<file path="config.mk">
export PLATFORM = sky130hd
export DESIGN_NAME = uart_tx_arbiter
export DESIGN_NICKNAME = d
export VERILOG_FILES = /design/src/rtl/uart_tx_arbiter.sv
export SDC_FILE = /design/constraint.sdc
export NUM_CORES = 1
export LEC_CHECK = 0
export ABC_AREA = 1
export BUFFER_PORTS_ARGS = -buffer_cell sky130_fd_sc_hd__buf_4
export CAP_MARGIN = 10
export CORE_AREA = 2 2 67 69
export DETAILED_ROUTE_END_ITERATION = 16
export DIE_AREA = 0 0 69 71
export HOLD_SLACK_MARGIN = 0.02
export PLACE_DENSITY = 0.92
export REMOVE_ABC_BUFFERS = 1
export SYNTH_ARGS = -nofsm -noshare
export SYNTH_HDL_FRONTEND = slang
export SYNTH_SLANG_ARGS = --single-unit
</file>
<file path="constraint.sdc">
create_clock -name clk -period 2.6 [get_ports clk]
set_input_delay 0.13 -clock clk [delete_from_list [all_inputs] [get_ports clk]]
set_output_delay 0.13 -clock clk [all_outputs]
set_load 0.02 [all_outputs]
</file>
<file path="src/rtl/uart_tx_arbiter.sv">
// rtl/uart_tx_arbiter.sv - shares one UART transmitter among NUM_REQ requesters with start/done timeouts
// Define UART_ARB_PRIO_EN for fixed lowest-index-wins priority instead of round-robin.

module uart_tx_arbiter #(
  parameter int NUM_REQ       = 4,
  parameter int DATA_W        = 8,
  parameter int START_TIMEOUT = 20832,
  parameter int DONE_TIMEOUT  = 125000
) (
  input  logic                       clk,
  input  logic                       reset,
  input  logic [NUM_REQ-1:0]         req,
  input  logic [NUM_REQ*DATA_W-1:0]  req_data,
  output logic [NUM_REQ-1:0]         ack,
  output logic [DATA_W-1:0]          tx_data,
  output logic                       tx_start,
  input  logic                       tx_busy,
  output logic [$clog2(NUM_REQ)-1:0] grant_id,
  output logic                       arb_busy,
  output logic                       timeout_err
);
  localparam int IDW  = $clog2(NUM_REQ);
  localparam int CW   = IDW + 1;
  localparam int TMAX = (START_TIMEOUT > DONE_TIMEOUT) ? START_TIMEOUT : DONE_TIMEOUT;
  localparam int TW   = $clog2(TMAX) + 1;
  localparam logic [TW-1:0] START_LAST = TW'(START_TIMEOUT - 1);
  localparam logic [TW-1:0] DONE_LAST  = TW'(DONE_TIMEOUT - 1);

  typedef enum logic [1:0] {IDLE, WAIT_BUSY, WAIT_DONE} state_t;

  state_t             state_q, state_d;
  logic [TW-1:0]      timer_q, timer_d;
  logic [IDW-1:0]     rr_ptr_q, rr_ptr_d;
  logic [NUM_REQ-1:0] ack_q, ack_d;
  logic [DATA_W-1:0]  tx_data_q, tx_data_d;
  logic               tx_start_q, tx_start_d;
  logic [IDW-1:0]     grant_id_q, grant_id_d;
  logic               arb_busy_q, arb_busy_d;
  logic               timeout_err_q, timeout_err_d;

  logic               sel_valid;
  logic [IDW-1:0]     sel_idx;
  logic [DATA_W-1:0]  sel_byte;
  logic [IDW-1:0]     next_rr;
  logic               start_to, done_to;

  assign start_to = (timer_q == START_LAST);
  assign done_to  = (timer_q == DONE_LAST);

`ifdef UART_ARB_PRIO_EN
  assign next_rr = '0;
`else
  localparam logic [IDW-1:0] LAST_ID = IDW'(NUM_REQ - 1);
  assign next_rr = (grant_id_q == LAST_ID) ? '0 : grant_id_q + IDW'(1);
`endif

  // First set request bit searching upward from rr_ptr, wrapping modulo NUM_REQ.
  always_comb begin
    logic [CW-1:0] cand;
    sel_valid = 1'b0;
    sel_idx   = '0;
    cand      = '0;
    for (int i = 0; i < NUM_REQ; i++) begin
      cand = {1'b0, rr_ptr_q} + CW'(i);
      if (cand >= CW'(NUM_REQ)) cand = cand - CW'(NUM_REQ);
      if (!sel_valid && req[cand[IDW-1:0]]) begin
        sel_valid = 1'b1;
        sel_idx   = cand[IDW-1:0];
      end
    end
  end

  always_comb begin
    sel_byte = '0;
    for (int i = 0; i < NUM_REQ; i++) begin
      if (sel_idx == IDW'(i)) sel_byte = req_data[i*DATA_W +: DATA_W];
    end
  end

  always_ff @(posedge clk) begin
    if (reset) begin
      state_q       <= IDLE;
      timer_q       <= '0;
      rr_ptr_q      <= '0;
      ack_q         <= '0;
      tx_data_q     <= '0;
      tx_start_q    <= 1'b0;
      grant_id_q    <= '0;
      arb_busy_q    <= 1'b0;
      timeout_err_q <= 1'b0;
    end else begin
      state_q       <= state_d;
      timer_q       <= timer_d;
      rr_ptr_q      <= rr_ptr_d;
      ack_q         <= ack_d;
      tx_data_q     <= tx_data_d;
      tx_start_q    <= tx_start_d;
      grant_id_q    <= grant_id_d;
      arb_busy_q    <= arb_busy_d;
      timeout_err_q <= timeout_err_d;
    end
  end

  always_comb begin
    state_d = state_q;
    unique case (state_q)
      IDLE:      if (sel_valid) state_d = WAIT_BUSY;
      WAIT_BUSY: begin
        if (tx_busy)       state_d = WAIT_DONE;
        else if (start_to) state_d = IDLE;
      end
      WAIT_DONE: if (!tx_busy || done_to) state_d = IDLE;
      default:   state_d = IDLE;
    endcase
  end

  always_comb begin
    ack_d         = '0;
    tx_data_d     = tx_data_q;
    tx_start_d    = 1'b0;
    grant_id_d    = grant_id_q;
    timeout_err_d = 1'b0;
    timer_d       = timer_q + TW'(1);
    rr_ptr_d      = rr_ptr_q;
    unique case (state_q)
      IDLE: begin
        timer_d = '0;
        if (sel_valid) begin
          ack_d      = NUM_REQ'(1) << sel_idx;
          tx_data_d  = sel_byte;
          grant_id_d = sel_idx;
          tx_start_d = 1'b1;
        end
      end
      // tx_start stays up until busy is seen: the transmitter samples it only on its baud tick.
      WAIT_BUSY: begin
        if (tx_busy) begin
          timer_d = '0;
        end else if (start_to) begin
          timer_d       = '0;
          timeout_err_d = 1'b1;
          rr_ptr_d      = next_rr;
        end else begin
          tx_start_d = 1'b1;
        end
      end
      WAIT_DONE: begin
        if (!tx_busy) begin
          timer_d  = '0;
          rr_ptr_d = next_rr;
        end else if (done_to) begin
          timer_d       = '0;
          timeout_err_d = 1'b1;
          rr_ptr_d      = next_rr;
        end
      end
      default: timer_d = '0;
    endcase
    arb_busy_d = (state_d != IDLE);
  end

  assign ack         = ack_q;
  assign tx_data     = tx_data_q;
  assign tx_start    = tx_start_q;
  assign grant_id    = grant_id_q;
  assign arb_busy    = arb_busy_q;
  assign timeout_err = timeout_err_q;

endmodule

</file>
======== Yosys cells after proc, flatten, opt, wreduce, memory -nomap -nowiden ========
Index checks and enable logic that the tools add are counted.
storage, ports and cells
  flip-flop bits (word level) ............. 39
  latch bits .............................. 0
  memory bits (writable) .................. 0
  memory bits (read-only) ................. 0
  logic and storage cells ................. 104
  memories ................................ 0
operators by class
  $add $sub $neg .......................... 9
  multipliers ............................. 0
  divide/modulo/power cells ............... 0
  magnitude comparators ................... 8
  equal/unequal tests ..................... 11
  shifts and indexed selects .............. 1
  multiplexer cells ....................... 49
  bitwise operators ....................... 2
  reduce and logical (&&, ||, !) cells .... 15
operator list
  operator               number
  $mux 18                4
  $pmux 18 s2            1
  $mux 2                 17
  $mux 8                 4
  $add 18x1->18 const B  1
  $eq 18x15->1 const B   1
  $eq 18x17->1 const B   1
  $mux 1                 15
  $lt 2x3->1 const B     4
  $ge 3x3->1 const B     3
  $bmux 1 s2             4
  $eq 2x2->1 const B     4
  $sub 2x1->2 const B    4
  $add 2x2->3 const B    2
  $pmux 2 s3             1
  $eq 2x1->1 const B     2
  $logic_not 1->1        4
  $logic_not 2->1        2
  $ne 2x2->1 const B     2
  $pmux 1 s2             2
  $pmux 2 s2             1
  $reduce_and 4->1       1
  $reduce_bool 2->1      2
  $shl 1x2->4 const A    1
  other kinds (9)        12

======== Depth between registers and ports, before layout ========
Gate-level depths: netlist of run 1.
  word-level depth ........................ 19
  depth in mapped cells ................... 16
  mapped depth without buffers ............ 15

======== Least setup slack after synthesis of run 1 ========
No wires, ideal clock.
  kind .................................... reg2reg
  from .................................... register timer_q[0]
  to ...................................... register timer_q[12]
  library setup time ...................... 0.117 ns
  arrival time ............................ 1.646 ns
  required time ........................... 2.483 ns
  slack ................................... 0.837 ns
  cell stages (with the launch flop) ...... 12
  path buffers ............................ 1
  period minus slack after synthesis ...... 1.763 ns
  cell sequence ........................... dfxtp_1 -> ha_1 -> nand2_1 -> nor2_1 -> nand2_1 -> nor3_1 -> nand3_1 -> nand3_1 -> nand2_1 -> nand3_2 -> buf_2 -> nor2_1
between the ends
  word-level cells in the longest chain between the ends .. 4
ends and longest elaborated chain
  what                                         line      text
  start, declared                              32        logic [TW-1:0] timer_q, timer_d;
  start signal, assigned                       93        timer_q <= timer_d;
  $add 18x1->18, or another cell as far along  123       timer_d = timer_q + TW'(1);
  $mux 18 (on tied branches)                   151, 139
  $mux 18 (on tied branches)                   148, 137
  $pmux 18 s2 (*)                              125       unique case (state_q)
Mark *: on every way between the ends. The rest lies on a longest branch, timed or not.
A chain may end at the register's enable or synchronous reset.

======== Worst setup path in the final report of run 1 ========
  from .................................... register rr_ptr_q[0]
  to ...................................... register tx_data_q[0], in the netlist tx_data[0]
between the ends
  word-level cells in the longest chain between the ends .. 19
ends and longest elaborated chain
  what                                                                  line  text
  start, declared                                                       33    logic [IDW-1:0] rr_ptr_q, rr_ptr_d;
  start signal, assigned                                                94    rr_ptr_q <= rr_ptr_d;
  parallel branches: the longest is 19 deep, another holds $add 2x1->3  --
  end signal, assigned                                                  96    tx_data_q <= tx_data_d;
  end, declared                                                         35    logic [DATA_W-1:0] tx_data_q, tx_data_d;
Parallel ways; which one is timed is not known. The select of a mux whose other input is x is not followed.

==> impl_metrics.env, run 1 <==
export IMPL_run_status="complete, no violations"
export IMPL_vias_per_cell=5.35
export IMPL_cts_tree="done"
export IMPL_drt_wl_total_um=5660
export IMPL_cts_bufs_inserted=5
export IMPL_critical_path_slowest_cell="sky130_fd_sc_hd__dfxtp_1"
export IMPL_vias_in_the_first_global_route=2364
export IMPL_fin_util_pct=68.2
export IMPL_critical_path_endpoint_type="flop"
export IMPL_cts_sink_count=39
export IMPL_die_width_um=69
export IMPL_start_util_pct=55.8
export IMPL_synthSimpleGateAreaFrac_pct=39.8
export IMPL_place_ws_ns=0.451
export IMPL_min_period_over_period_pct=83.9
export IMPL_areaGrowthSynthToFinish_pct=22.3
export IMPL_synth_seq_area_share_pct=33.3
export IMPL_numPortBuffers=55
export IMPL_crit_path_frequent_cell="sky130_fd_sc_hd__nand2_1"
export IMPL_grt_setup_unrepaired="false"
export IMPL_dominant_combinational_cell_family_by_area_after_synthesis="simple AND/OR/NAND/NOR gates"
export IMPL_post_synth_mux_area_share_pct=0
export IMPL_clkLatencyLatePin_ns=0.29
export IMPL_synth_compound_area_share_pct=10.9
export IMPL_cp_slowest_stage_delay_ns=0.54
export IMPL_track_usage_pct=24.5
export IMPL_clkTransAtPathRegs_ns=0.08
export IMPL_crit_type="reg2reg"
export IMPL_post_dp_hpwl_um=4320
export IMPL_globalRoute_totalOverflow=0
export IMPL_cts_buffer_depth=2
export IMPL_dieArea_sq_um=4900
export IMPL_final_design_area_no_fill_sq_um=2870
export IMPL_peakVddDrop_mv=0.557
export IMPL_fin_nets=454
export IMPL_drt_initial_drc_count=214
export IMPL_timing_max_transition_violations_final=0
export IMPL_detail_route_drc_violations=0
export IMPL_power_per_cell_area_nw_per_um2=813
export IMPL_p_leak_nw=1.33
export IMPL_timing_critical_path_required_ns=2.82
export IMPL_synth_cell_area_sq_um=2340
export IMPL_rows=24
export IMPL_timing_worst_slew_pin_value_ns=0.409
export IMPL_cts_resized=0
export IMPL_report_final_setup_viol=0
export IMPL_hp_class="in2reg"
export IMPL_grt_first_pass_wirelength_um=9840
export IMPL_setup_ws_ns=0.418
export IMPL_dpl_cell_area_sq_um=2780
export IMPL_sort_of_element_at_the_start_of_the_critical_path="flop"
export IMPL_synth_ff_latch_count=39
export IMPL_synth_avg_cell_area_sq_um=6.64
export IMPL_fraction_of_synthesized_cell_area_in_xor_and_xnor_cells_pct=2.24
export IMPL_synth_distinct_cells=38
export IMPL_grt_max_degree=20
export IMPL_synth_fa_ha_area_share_pct=3.20
export IMPL_finalWeightedCongestion=0.869
export IMPL_cts_htree_levels=2
export IMPL_die_h_um=71
export IMPL_path_cells="inv_2, nand2_1, nand2_1, nand2_2, inv_1, a21boi_2, nand2_1, nor2_4, nor2_4, inv_2, or2_0, nand2_1, a21oi_1"
export IMPL_cap_violations=0
export IMPL_critPathArrivalTime_ns=2.40
export IMPL_drt_pre_antenna_iters=4
export IMPL_setup_tns_final_ns=0
export IMPL_cp_top_family="simple AND/OR/NAND/NOR gates"
export IMPL_hold_buffers=0
export IMPL_route_antenna_remaining_nets=0
export IMPL_ctsRootBufferMaster="sky130_fd_sc_hd__clkbuf_8"
export IMPL_min_period_ns=2.18
export IMPL_timing_final_hold_violations=0
export IMPL_num_io_pins=56
export IMPL_yosysWarningCount=0
export IMPL_cts_repair_timing_setup_buffer_count=0
export IMPL_path_max_fanout=15
export IMPL_num_vias=2472
export IMPL_post_route_cells_drive_above_1_share_pct=22.2
export IMPL_skew_ns=0.00557
export IMPL_critPathBufInv=3
export IMPL_grt_antenna_before_repair=0
export IMPL_fp_coreArea_sq_um=4200
export IMPL_n_antenna_cell=0
export IMPL_synthCells=353
export IMPL_max_freq_mhz=458
export IMPL_post_drt_wl_per_cell_um=12.2
export IMPL_num_fill_cells=353
export IMPL_worst_slew_margin_rel_pct=72.5
==> metrics by stage <==
stage	total power, W	std cells	hold slack (ns)
2_1_floorplan	0.00154	346	0.192
3_3_place_gp	0.00189	454	0.387
3_5_place_dp	0.00192	454	0.393
4_1_cts	0.00233	462	0.0798
5_1_grt	0.00250	462	0.0937
6_report	0.00233	462	0.0869
==> state kept, by name (all words and copies together) (netlist names) <==
register	flops
ack	4
arb_busy	1
grant_id	2
rr_ptr_q	2
state_q	2
timeout_err	1
timer_q	18
tx_data	8
tx_start	1
==> Yosys cell counts, drive strengths merged <==
library cell  instances  area share (%)
nand3                37             8.8
a21boi                1            0.48
a31o                  1            0.37
a31oi                 1            0.27
xor2                  5             1.9
a211oi                2            0.64
nor3b                 1            0.32
nand3b                2            0.64
and2                  1            0.27
nand4                 5             1.3
o211a                 1            0.43
nor2                 42             7.9
inv                  52             8.3
dfxtp                39              33
o21ai                15             3.2
nor4                  3            0.80
buf                   6             1.9
a21oi                14             3.6
nand2                96              16
nor3                 12             2.8
xnor2                 1            0.37
clkbuf                1            0.16
o211ai                1            0.32
ha                    6             3.2
clkinv                1            0.16
or2                   2            0.53
a21o                  5             1.6
==> final cells by class <==
class	count	area [sq um]	area share, %
Tap cell	52	65.1	2.27
Timing Repair Buffer	56	420	14.7
Sequential cell	39	781	27.2
Clock inverter	2	12.5	0.436
Clock buffer	6	72.6	2.53
Inverter	53	199	6.94
Multi-Input combinational cell	254	1320	45.9
==> report_power, final <==
group	internal (W)	total [W]	switching [W]	leakage, nW
clock network	0.000188	0.000407	0.000219	0.0412
logic	0.000426	0.00113	0.000706	0.976
registers	0.000711	0.000791	0.0000805	0.318
total	0.00132	0.00233	0.00101	1.33
==> kinds of logic after synthesis <==
logic type,after synthesis
and+or+nand+nor,201
AOI/OAI and AO/OA,41
xor gates and xnor gates,6
adders and majority gates,6
buffers and inverters,60
DFF,39
==> layout by cell type, fill, tap and decap left out, types with 6 or more instances in the layout <==
| cell type | instances |
|---|---|
| sky130_fd_sc_hd__nor2_1 | 37 |
| sky130_fd_sc_hd__inv_1 | 48 |
| sky130_fd_sc_hd__nand2_2 | 7 |
| sky130_fd_sc_hd__o21ai_0 | 14 |
| sky130_fd_sc_hd__ha_1 | 6 |
| sky130_fd_sc_hd__nor3_1 | 11 |
| sky130_fd_sc_hd__nand3_1 | 33 |
| sky130_fd_sc_hd__a21oi_1 | 10 |
| sky130_fd_sc_hd__buf_4 | 56 |
| sky130_fd_sc_hd__nand2_1 | 88 |
| sky130_fd_sc_hd__dfxtp_1 | 39 |
==> final timing paths <==
path                             from                 endpoint  slack (ns)  cells past startpoint
max          rr_ptr_q[0]$_SDFFE_PP0P_  tx_data[0]$_SDFFE_PP0P_        0.42                     13
min                             reset  tx_data[5]$_SDFFE_PP0P_        0.09                      2
max reg2reg  rr_ptr_q[0]$_SDFFE_PP0P_  tx_data[0]$_SDFFE_PP0P_        0.42                     13
min reg2reg     timer_q[0]$_SDFF_PP0_    timer_q[0]$_SDFF_PP0_        0.46                      1
==> per-layer routing <==
metal | up-vias | wire, um | global-route usage, % | share of wire [%]
met1 | 1123 | 2280 | 26.1 | 40
li1 | 1239 | - | - | -
met3 | 12 | 368 | 5.84 | 6.5
met5 | - | 0 | 0 | 0
met4 | 0 | 129 | 11.1 | 2.3
met2 | 98 | 2880 | 45.7 | 51
No activity file was read; power rests on OpenSTA's default activity.
==> inputs of run 2 (changes only) <==
CORE_AREA = 2 2 69 71   (was 2 2 67 69)
DIE_AREA = 0 0 71 73   (was 0 0 69 71)
PLACE_DENSITY = 0.88   (was 0.92)
clock period = 2.1 ns   (was 2.6 ns; I/O delays follow)
==> run 2 against run 1 <==
  * Total power up 37%
  * Final area up 5.6%
  * Sequential share of layout area down 1.3 points
  * Sequential cell count unchanged
  * Maximum frequency up 7.2%
  * Non-clock buffer count up 6
  * Combinational power up 41%
  * Register-to-register slack worse by 0.35 ns
  * Critical path depth up 2
  * Wire length up 5.9%
==> impl_metrics.env, run 2 (synthesized netlist as in run 1, its figures left out) <==
export IMPL_die_width_um=71
export IMPL_layout_cells_most_common="sky130_fd_sc_hd__nand2_1"
export IMPL_vias_per_cell=5.31
export IMPL_timing_final_hold_violations=0
export IMPL_track_usage_pct=22.7
export IMPL_fin_nets=461
export IMPL_drt_initial_drc_count=160
export IMPL_final_instance_count_excl_fill=471
export IMPL_largest_register="timer_q"
export IMPL_number_of_flip_flops_in_the_largest_register=18
export IMPL_finalWeightedCongestion=0.898
export IMPL_num_vias=2500
export IMPL_cap_violations=0
export IMPL_critical_path_endpoint_type="flop"
export IMPL_layout_cells_most_common_list="sky130_fd_sc_hd__nand2_1 (80), sky130_fd_sc_hd__buf_4 (60), sky130_fd_sc_hd__inv_1 (47), sky130_fd_sc_hd__dfxtp_1 (37), sky130_fd_sc_hd__nor2_1 (36)"
export IMPL_whs_path_depth=2
export IMPL_timing_max_transition_violations_final=0
export IMPL_run_status="complete, no violations"
export IMPL_critPathArrivalTime_ns=2.23
export IMPL_clkLatencyLatePin_ns=0.30
export IMPL_globalRoute_totalOverflow=0
export IMPL_clkTransAtPathRegs_ns=0.08
export IMPL_drt_pre_antenna_iters=6
export IMPL_min_period_ns=2.04
export IMPL_final_seq_area_sq_um=786
export IMPL_areaGrowthSynthToFinish_pct=29.1
export IMPL_cts_bufs_inserted=5
export IMPL_detail_route_drc_violations=0
export IMPL_cts_tree="done"
export IMPL_report_final_setup_viol=0
export IMPL_cp_slowest_stage_delay_ns=0.36
export IMPL_hold_buffers=0
export IMPL_vias_in_the_first_global_route=2303
export IMPL_num_fill_cells=365
export IMPL_power_per_cell_area_nw_per_um2=1060
export IMPL_fp_coreArea_sq_um=4540
export IMPL_timing_worst_slew_pin_value_ns=0.353
export IMPL_crit_type="reg2reg"
export IMPL_sort_of_element_at_the_start_of_the_critical_path="flop"
export IMPL_cts_buffer_depth=2
export IMPL_multi_input_comb_area_sq_um=1370
export IMPL_grt_max_degree=20
export IMPL_reg2reg_depth=15
export IMPL_path_max_fanout=15
export IMPL_post_dp_hpwl_um=4240
export IMPL_rows=25
export IMPL_critPathBufInv=4
export IMPL_critical_path_depth=15
export IMPL_critical_path_slowest_cell="sky130_fd_sc_hd__dfxtp_4"
export IMPL_post_route_cells_drive_above_1_share_pct=26.9
export IMPL_start_util_pct=51.7
export IMPL_skew_ns=0.00285
export IMPL_timing_critical_path_required_ns=2.29
export IMPL_min_period_over_period_pct=96.9
export IMPL_n_antenna_cell=0
export IMPL_worst_slew_margin_rel_pct=76.3
export IMPL_drt_wl_total_um=5990
export IMPL_hp_class="in2reg"
export IMPL_route_antenna_remaining_nets=0
export IMPL_num_io_pins=56
export IMPL_post_drt_wl_per_cell_um=12.7
export IMPL_cts_sink_count=39
export IMPL_peakVddDrop_mv=0.756
export IMPL_die_h_um=73
export IMPL_p_leak_nw=1.39
export IMPL_dieArea_sq_um=5180
export IMPL_numPortBuffers=55
export IMPL_cts_htree_levels=2
export IMPL_max_freq_mhz=491
export IMPL_grt_antenna_before_repair=0
export IMPL_ctsRootBufferMaster="sky130_fd_sc_hd__clkbuf_8"
export IMPL_path_cells="buf_4, nand2_1, nand2_2, nand2_2, nand2_2, nor2_4, nand3b_1, inv_2, nor2_4, buf_12, nor2_4, inv_2, or2_0, nand2_1, a21oi_1"
export IMPL_fin_worst_hold_slack_ns=0.0586
export IMPL_cp_top_family="simple AND/OR/NAND/NOR gates"
export IMPL_grt_first_pass_wirelength_um=9470
export IMPL_placed_cells_incl_taps=458
==> run 2: path summary, 6_finish.rpt <==
| kind | start | to | slack (ns) |
|---|---|---|---|
| max | rr_ptr_q[0]$_SDFFE_PP0P_ | tx_data[1]$_SDFFE_PP0P_ | 0.06 |
| min | reset | tx_data[5]$_SDFFE_PP0P_ | 0.06 |
| max reg2reg | rr_ptr_q[0]$_SDFFE_PP0P_ | tx_data[1]$_SDFFE_PP0P_ | 0.06 |
| min reg2reg | timer_q[0]$_SDFF_PP0_ | timer_q[0]$_SDFF_PP0_ | 0.45 |
==> run 2: through the flow <==
stage	util, %	setup slack [ns]	setup TNS (ns)	total power (W)	instance area [sq um]
floorplan	-	0.186	0	0.00191	2300
detailed placement	61.7	0.124	0	0.00239	2800
CTS	64.2	0.0714	0	0.00304	2910
global route	66.7	-0.0184	-0.0542	0.00340	3030
finish	66.7	0.0644	0	0.00320	3030
global placement	61.7	0.197	0	0.00235	2800
==> run 2: per-layer routing <==
| layer | GRT usage, % | part of all wire (%) | vias up |
|---|---|---|---|
| met4 | 9.64 | 3.3 | 0 |
| met3 | 4.42 | 6.1 | 22 |
| li1 | - | - | 1252 |
| met1 | 26.4 | 40 | 1118 |
| met2 | 40.8 | 51 | 108 |
| met5 | 0 | 0 | - |
==> run 2: layout make-up <==
| type | count | area share [%] |
|---|---|---|
| tap | 54 | 2.23 |
| clock buffer | 5 | 2.27 |
| clock inverter | 3 | 1.45 |
| timing repair inverter | 1 | 0.248 |
| timing repair buffer | 62 | 15.9 |
| inverter | 53 | 6.78 |
| sequential | 39 | 26.0 |
| multi-input combinational | 254 | 45.1 |
==> run 2: power breakdown <==
group          internal (W)  switching (W)  total [W]
Combinational      0.000603       0.000983    0.00159
Sequential         0.000881      0.0000949   0.000976
Clock              0.000354       0.000282   0.000636
==> run 2: what timing repair did <==
item                                    CTS  global route
gates resized for setup                   0            23
buffers inserted                          0             3
endpoints found under the setup margin    0            31
endpoints found under the hold margin     0             0
